==> config.mk <==
export PLATFORM = sky130hd
export DESIGN_NAME = s3_trit_packer_flat
export DESIGN_NICKNAME = d
export VERILOG_FILES = /design/src/rtl/s3_trit_packer_if.sv /design/src/rtl/s3_trit_packer.sv /design/src/flat_wrapper.sv
export SDC_FILE = /design/constraint.sdc
export NUM_CORES = 1
export LEC_CHECK = 0
export CORE_MARGIN = 3
export CORE_UTILIZATION = 40
export DETAILED_ROUTE_END_ITERATION = 6
export PLACE_DENSITY_LB_ADDON = 0.1
export SETUP_SLACK_MARGIN = 0.4
export SYNTH_ARGS = -nofsm -noshare
export SYNTH_HDL_FRONTEND = slang
export SYNTH_SLANG_ARGS = --single-unit
export TNS_END_PERCENT = 30
==> constraint.sdc <==
create_clock -name clk -period 6.69 [get_ports clk]
set_input_delay 1.0035 -clock clk [delete_from_list [all_inputs] [get_ports clk]]
set_output_delay 1.0035 -clock clk [all_outputs]
set_load 0.1 [all_outputs]
==> src/rtl/s3_trit_packer_if.sv <==
// Trit-to-byte packer stream bundle: trit stream in, packed byte stream out.
// Latency: n/a (signal bundle only).
// Backpressure: trit_ready and byte_ready are plain valid/ready handshakes.
// Ports:
//   trit_in/trit_valid/trit_last/trit_ready : mod-3 coefficient stream
//   byte_out/byte_valid/byte_last/byte_ready : packed byte stream
//   modport slave  = the packer, modport master = the environment driving it
interface s3_trit_packer_if;
  logic [1:0] trit_in;
  logic       trit_valid;
  logic       trit_last;
  logic       trit_ready;
  logic [7:0] byte_out;
  logic       byte_valid;
  logic       byte_last;
  logic       byte_ready;

  modport master (
    output trit_in, trit_valid, trit_last, byte_ready,
    input  trit_ready, byte_out, byte_valid, byte_last
  );

  modport slave (
    input  trit_in, trit_valid, trit_last, byte_ready,
    output trit_ready, byte_out, byte_valid, byte_last
  );
endinterface

==> src/rtl/s3_trit_packer.sv <==
// Packs mod-3 trits five per byte: byte = t0 + 3*t1 + 9*t2 + 27*t3 + 81*t4.
// Latency: byte_valid rises one cycle after the group-completing trit is accepted.
// Backpressure: only a group-completing trit stalls, and only while the output byte is unconsumed.
// Ports:
//   clk, rst : clock and synchronous active-high reset
//   bus      : s3_trit_packer_if.slave (trit stream in, byte stream out)
module s3_trit_packer #(
  parameter int BYTES_PER_POLY = 140
) (
  input  logic               clk,
  input  logic               rst,
  s3_trit_packer_if.slave    bus
);

  localparam int CW = (BYTES_PER_POLY > 1) ? $clog2(BYTES_PER_POLY) : 1;
  localparam logic [CW-1:0] LAST_IDX = CW'(BYTES_PER_POLY - 1);

  logic [2:0]    grp_cnt;
  logic [7:0]    acc;
  logic [7:0]    wgt;
  logic [CW-1:0] byte_cnt;

  logic [7:0]    out_dat;
  logic          out_vld;
  logic          out_last;

  logic [1:0]    trit_val;
  logic          completing;
  logic          accept;
  logic          trit_rdy;
  logic [7:0]    sum;

  always_comb begin
    // The value 3 is congruent to 0 mod 3.
    trit_val   = (bus.trit_in == 2'd3) ? 2'd0 : bus.trit_in;
    // A valid trit would close the group if it is the fifth or is marked last;
    // a last on the fifth trit therefore still produces exactly one byte.
    completing = bus.trit_valid && ((grp_cnt == 3'd4) || bus.trit_last);
    // Stall only when a closing trit meets a held, unconsumed output byte.
    trit_rdy   = !rst && (!completing || !out_vld || bus.byte_ready);
    accept     = bus.trit_valid && trit_rdy;
    // Cannot overflow: the largest possible group sum is 242.
    sum        = acc + ({6'd0, trit_val} * wgt);
  end

  assign bus.trit_ready = trit_rdy;
  assign bus.byte_out   = out_dat;
  assign bus.byte_valid = out_vld;
  assign bus.byte_last  = out_last;

  // Group accumulator: running sum, current positional weight, trits so far.
  always_ff @(posedge clk) begin
    if (rst) begin
      grp_cnt <= 3'd0;
      acc     <= 8'd0;
      wgt     <= 8'd1;
    end else if (accept) begin
      if (completing) begin
        grp_cnt <= 3'd0;
        acc     <= 8'd0;
        wgt     <= 8'd1;
      end else begin
        grp_cnt <= grp_cnt + 3'd1;
        acc     <= sum;
        wgt     <= (wgt << 1) + wgt;
      end
    end
  end

  // Single-entry output register with byte-in-polynomial counter.
  always_ff @(posedge clk) begin
    if (rst) begin
      out_dat  <= 8'd0;
      out_vld  <= 1'b0;
      out_last <= 1'b0;
      byte_cnt <= '0;
    end else if (accept && completing) begin
      // A completing accept implies the register is empty or draining this
      // cycle, so the new byte replaces it with no bubble.
      out_dat  <= sum;
      out_vld  <= 1'b1;
      out_last <= bus.trit_last || (byte_cnt == LAST_IDX);
      byte_cnt <= (bus.trit_last || (byte_cnt == LAST_IDX)) ? '0 : byte_cnt + 1'b1;
    end else if (out_vld && bus.byte_ready) begin
      out_vld  <= 1'b0;
      out_last <= 1'b0;
    end
  end

endmodule

==> src/flat_wrapper.sv <==
// flat-port wrapper written by rule: the top's interface ports become plain ports
module s3_trit_packer_flat 
#(
  parameter int BYTES_PER_POLY = 140
)
  (clk, rst, bus_trit_in, bus_trit_valid, bus_trit_last, bus_byte_ready, bus_trit_ready, bus_byte_out, bus_byte_valid, bus_byte_last);
  s3_trit_packer_if bus_i ();
  input  logic clk;
  input  logic rst;
  input wire logic [$bits(bus_i.trit_in)-1:0] bus_trit_in;
  input wire logic [$bits(bus_i.trit_valid)-1:0] bus_trit_valid;
  input wire logic [$bits(bus_i.trit_last)-1:0] bus_trit_last;
  input wire logic [$bits(bus_i.byte_ready)-1:0] bus_byte_ready;
  output wire logic [$bits(bus_i.trit_ready)-1:0] bus_trit_ready;
  output wire logic [$bits(bus_i.byte_out)-1:0] bus_byte_out;
  output wire logic [$bits(bus_i.byte_valid)-1:0] bus_byte_valid;
  output wire logic [$bits(bus_i.byte_last)-1:0] bus_byte_last;
  assign bus_i.trit_in = bus_trit_in;
  assign bus_i.trit_valid = bus_trit_valid;
  assign bus_i.trit_last = bus_trit_last;
  assign bus_i.byte_ready = bus_byte_ready;
  assign bus_trit_ready = bus_i.trit_ready;
  assign bus_byte_out = bus_i.byte_out;
  assign bus_byte_valid = bus_i.byte_valid;
  assign bus_byte_last = bus_i.byte_last;
  s3_trit_packer #(.BYTES_PER_POLY(BYTES_PER_POLY)) u_core (.clk(clk), .rst(rst), .bus(bus_i));
endmodule
==> run_results.csv <==
group,metric,value,unit
synthesis,ys_types,43,
synthesis,synth_edf_count,0,
critical_path,end_kind,"primary output",
power_and_ir_drop,power_density,187.5,nW/um^2
timing,clock.fmax,0.2446,GHz
synthesis,syn_avg_cell_area,8.448,um^2
critical_path,worstPathMaxFanout,4,
final_layout,syn2layout_area_growth,16.65,%
synthesis,synth_cells,258,
global_route,grt_overflow,0,
final_layout,layout_commonest_cell,"dfxtp_1",
cts,clkTransAtPathRegs,0.07,ns
cts,post-cts-setup-buffer-count,0,
final_layout,drive_gt1_share,5.036,%
detailed_routing,routed_wl,4572,um
timing,final.min_clock_period,4.089,ns
final_layout,fin_nets,308,
min_path,min_path_type,"reg -> reg",
timing,skew,0.01107,ns
final_layout,stdcell_area,2542,um^2
synthesis,async_flop_share,0,%
global_route,grt_pass1_wl,8066,um
cts,cts.sinks,37,
die,initial_core_util,42.14,%
power_and_ir_drop,max-vdd-ir-drop,88.91,uV
detailed_routing,num_vias,1780,
synthesis,synth_top_family_by_area,"simple AND/OR/NAND/NOR gates",
place,portBuffers,17,
timing,rsz0062_at_grt,"no",
run,drv_cap,0,
min_path,min_to,"u_core.acc[3]$_SDFFE_PP0N_",
die,die_h,79.82,um
synthesis,yosys.area_share.simple,20.67,%
die,fp-row-count,26,
synthesis,synthFlopType,"dfxtp_1",
global_route,antenna_found_initial,0,
detailed_routing,vias_per_cell,5.115,
critical_path,cp.arrival,3.09,ns
die,dieArea,6370,um^2
place,place.gp.congestion,0.8131,
timing,fin_setup_tns,0,ns
cts,cts_buffers,5,
place,dp_worst_setup_slack,2.608,ns
cts,clk-insertion-delay-late,0.29,ns
die,core_area,5172,um^2
cts,cts_hold_buffers,0,
critical_path,r2r-start,"u_core.wgt[1]$_SDFFE_PP0N_",
cts,cts_tree,"done",
timing,setup_viol,0,
cts,post_cts_resize_count,0,
critical_path,cp-start-kind,"input pin",
synthesis,synth_xor_area_share,5.224,%
timing,max_slew.worst_pin.slew,0.9643,ns
synthesis,synth_fa_ha_area_share,16.53,%
min_path,min_path_cells,2,
cts,cts_max_path_buffers,2,
detailed_routing,first_pass_iters,4,
timing,fin_ws,2.602,ns
critical_path,critical_path_class,"in -> out",
critical_path,r2r_slack,4.15,ns
final_layout,diodes,0,
global_route,grt_start_max_net_pins,30,
synthesis,ys_seq_elements,37,
synthesis,seq_area_frac_synth,33.98,%
detailed_routing,ant_nets,0,
cts,cts-root-buf,"clkbuf_8",
synthesis,synth_nets,289,
critical_path,reg2reg_to,"u_core.acc[7]$_SDFFE_PP0N_",
timing,fin_crit_sh,61.11,%
final_layout,final_cell_mix,"dfxtp_1 (37), nand2_1 (35), nor2_1 (24), inv_1 (22), a21oi_1 (20)",
place,hpwlAfterDp,3515,um
min_path,min-delay-start,"u_core.acc[3]$_SDFFE_PP0N_",
timing,slew_headroom,35.51,%
outcome,status,"finished clean",
detailed_routing,route.detailed.drc,0,
global_route,grt_use_total,16.18,%
final_layout,nFillCells,494,
critical_path,reg2reg_depth,10,
critical_path,required,5.69,ns
timing,finalMaxSlewViolations,0,
synthesis,synth_area,2180,um^2
detailed_routing,post_drt_wl_per_cell,13.14,um
synthesis,synth-compound-area-share,18.77,%
cts,cts_max_level,2,
die,ios,18,
die,die-width,79.82,um
synthesis,yosysWarnings,0,
detailed_routing,first_iter_violations,72,
timing,finalHoldViolations,0,
power_and_ir_drop,p_leak,1.019,nW
place,placed_area,2422,um^2
synthesis,synthMuxAreaShare,0,%
global_route,grt_pass1_vias,1707,
==> metal layers <==
| layer | part of all wire (%) | GRT usage [%] | wire [um] | up-vias |
|---|---|---|---|---|
| met3 | 2.6 | 3.725 | 118 | 5 |
| met2 | 47 | 26.96 | 2151 | 19 |
| met5 | 0 | 0 | 0 | - |
| met4 | 0.74 | 4.054 | 34 | 0 |
| li1 | - | - | - | 930 |
| met1 | 50 | 21.08 | 2266 | 826 |
==> worst max-delay path: stages <==
cell,delay (ns)
clkdlybuf4s50_1,0.50
and2b_1,0.21
a31oi_1,0.20
clkdlybuf4s50_1,1.16
==> report_power, final <==
part | internal, mW | switching [mW] | total [mW] | leakage, nW
clock | 0.121 | 0.0799 | 0.201 | 0.0574
combinational | 0.0145 | 0.0354 | 0.0499 | 0.662
sequential | 0.223 | 0.00271 | 0.226 | 0.299
==> synth_stat cells (all sizes together) (3+ instances only) <==
cell type / count / area share [%]
dfxtp: 37 / 34
nand2: 35 / 6.0
nor2: 24 / 4.1
inv: 22 / 3.8
a21oi: 20 / 4.6
ha: 16 / 9.2
a22oi: 9 / 3.1
o21ai: 9 / 2.1
xor2: 9 / 3.6
fa: 8 / 7.3
and2: 6 / 1.7
clkbuf: 6 / 1.0
nand3: 5 / 1.4
xnor2: 4 / 1.6
a211oi: 3 / 1.0
a21o: 3 / 1.4
a31oi: 3 / 0.86
nand2b: 3 / 0.86
nand4: 3 / 0.86
nor2b: 3 / 0.86
or3: 3 / 0.86
==> logic make-up (layout without fill, tap and decap cells) <==
| family | Yosys count | after routing |
|---|---|---|
| simple gates | 94 | 94 |
| compound gates | 62 | 62 |
| flops | 37 | 37 |
| buf+inv | 28 | 48 |
| fa+ha+maj | 24 | 24 |
| xor+xnor | 13 | 13 |
==> through the flow <==
step	std cells	total power [mW]	util, %	hold slack (ns)
2_1_floorplan	258	0.2657	-	0.4319
3_3_place_gp	340	0.2811	46.83	0.4421
3_5_place_dp	340	0.2811	46.83	0.4471
4_1_cts	348	0.4832	49.15	0.4566
5_1_grt	348	0.4992	49.15	0.4916
6_report	348	0.4768	49.15	0.4539
==> layout make-up <==
cell class              count  area, um^2  share of cell area (%)
clock buffers               6       82.58                   3.248
clock inverters             2       37.54                   1.476
inverters                  22       82.58                   3.248
multi-input cells         193        1334                   52.46
flip-flops and latches     37       740.7                   29.13
well taps                  70       87.58                   3.445
repair buffers             18       177.7                   6.988
==> how the worst max path moves through the flow <==
stage	from	endpoint	slack (ns)	depth (start not counted)
after floorplan	bus_trit_last	bus_trit_ready	2.77	2
after global placement	bus_byte_ready	bus_trit_ready	2.60	4
after detailed placement	bus_byte_ready	bus_trit_ready	2.61	4
after CTS	bus_byte_ready	bus_trit_ready	2.59	4
after global routing	bus_byte_ready	bus_trit_ready	2.50	4
final	bus_byte_ready	bus_trit_ready	2.60	4
==> registers in the layout, indices dropped and copies added (netlist names) <==
name,flops
u_core.acc,8
u_core.wgt,8
u_core.byte_cnt,8
u_core.grp_cnt,3
u_core.bus.byte_last,1
u_core.bus.byte_out,8
u_core.bus.byte_valid,1
(Power assumes the default switching activity.)
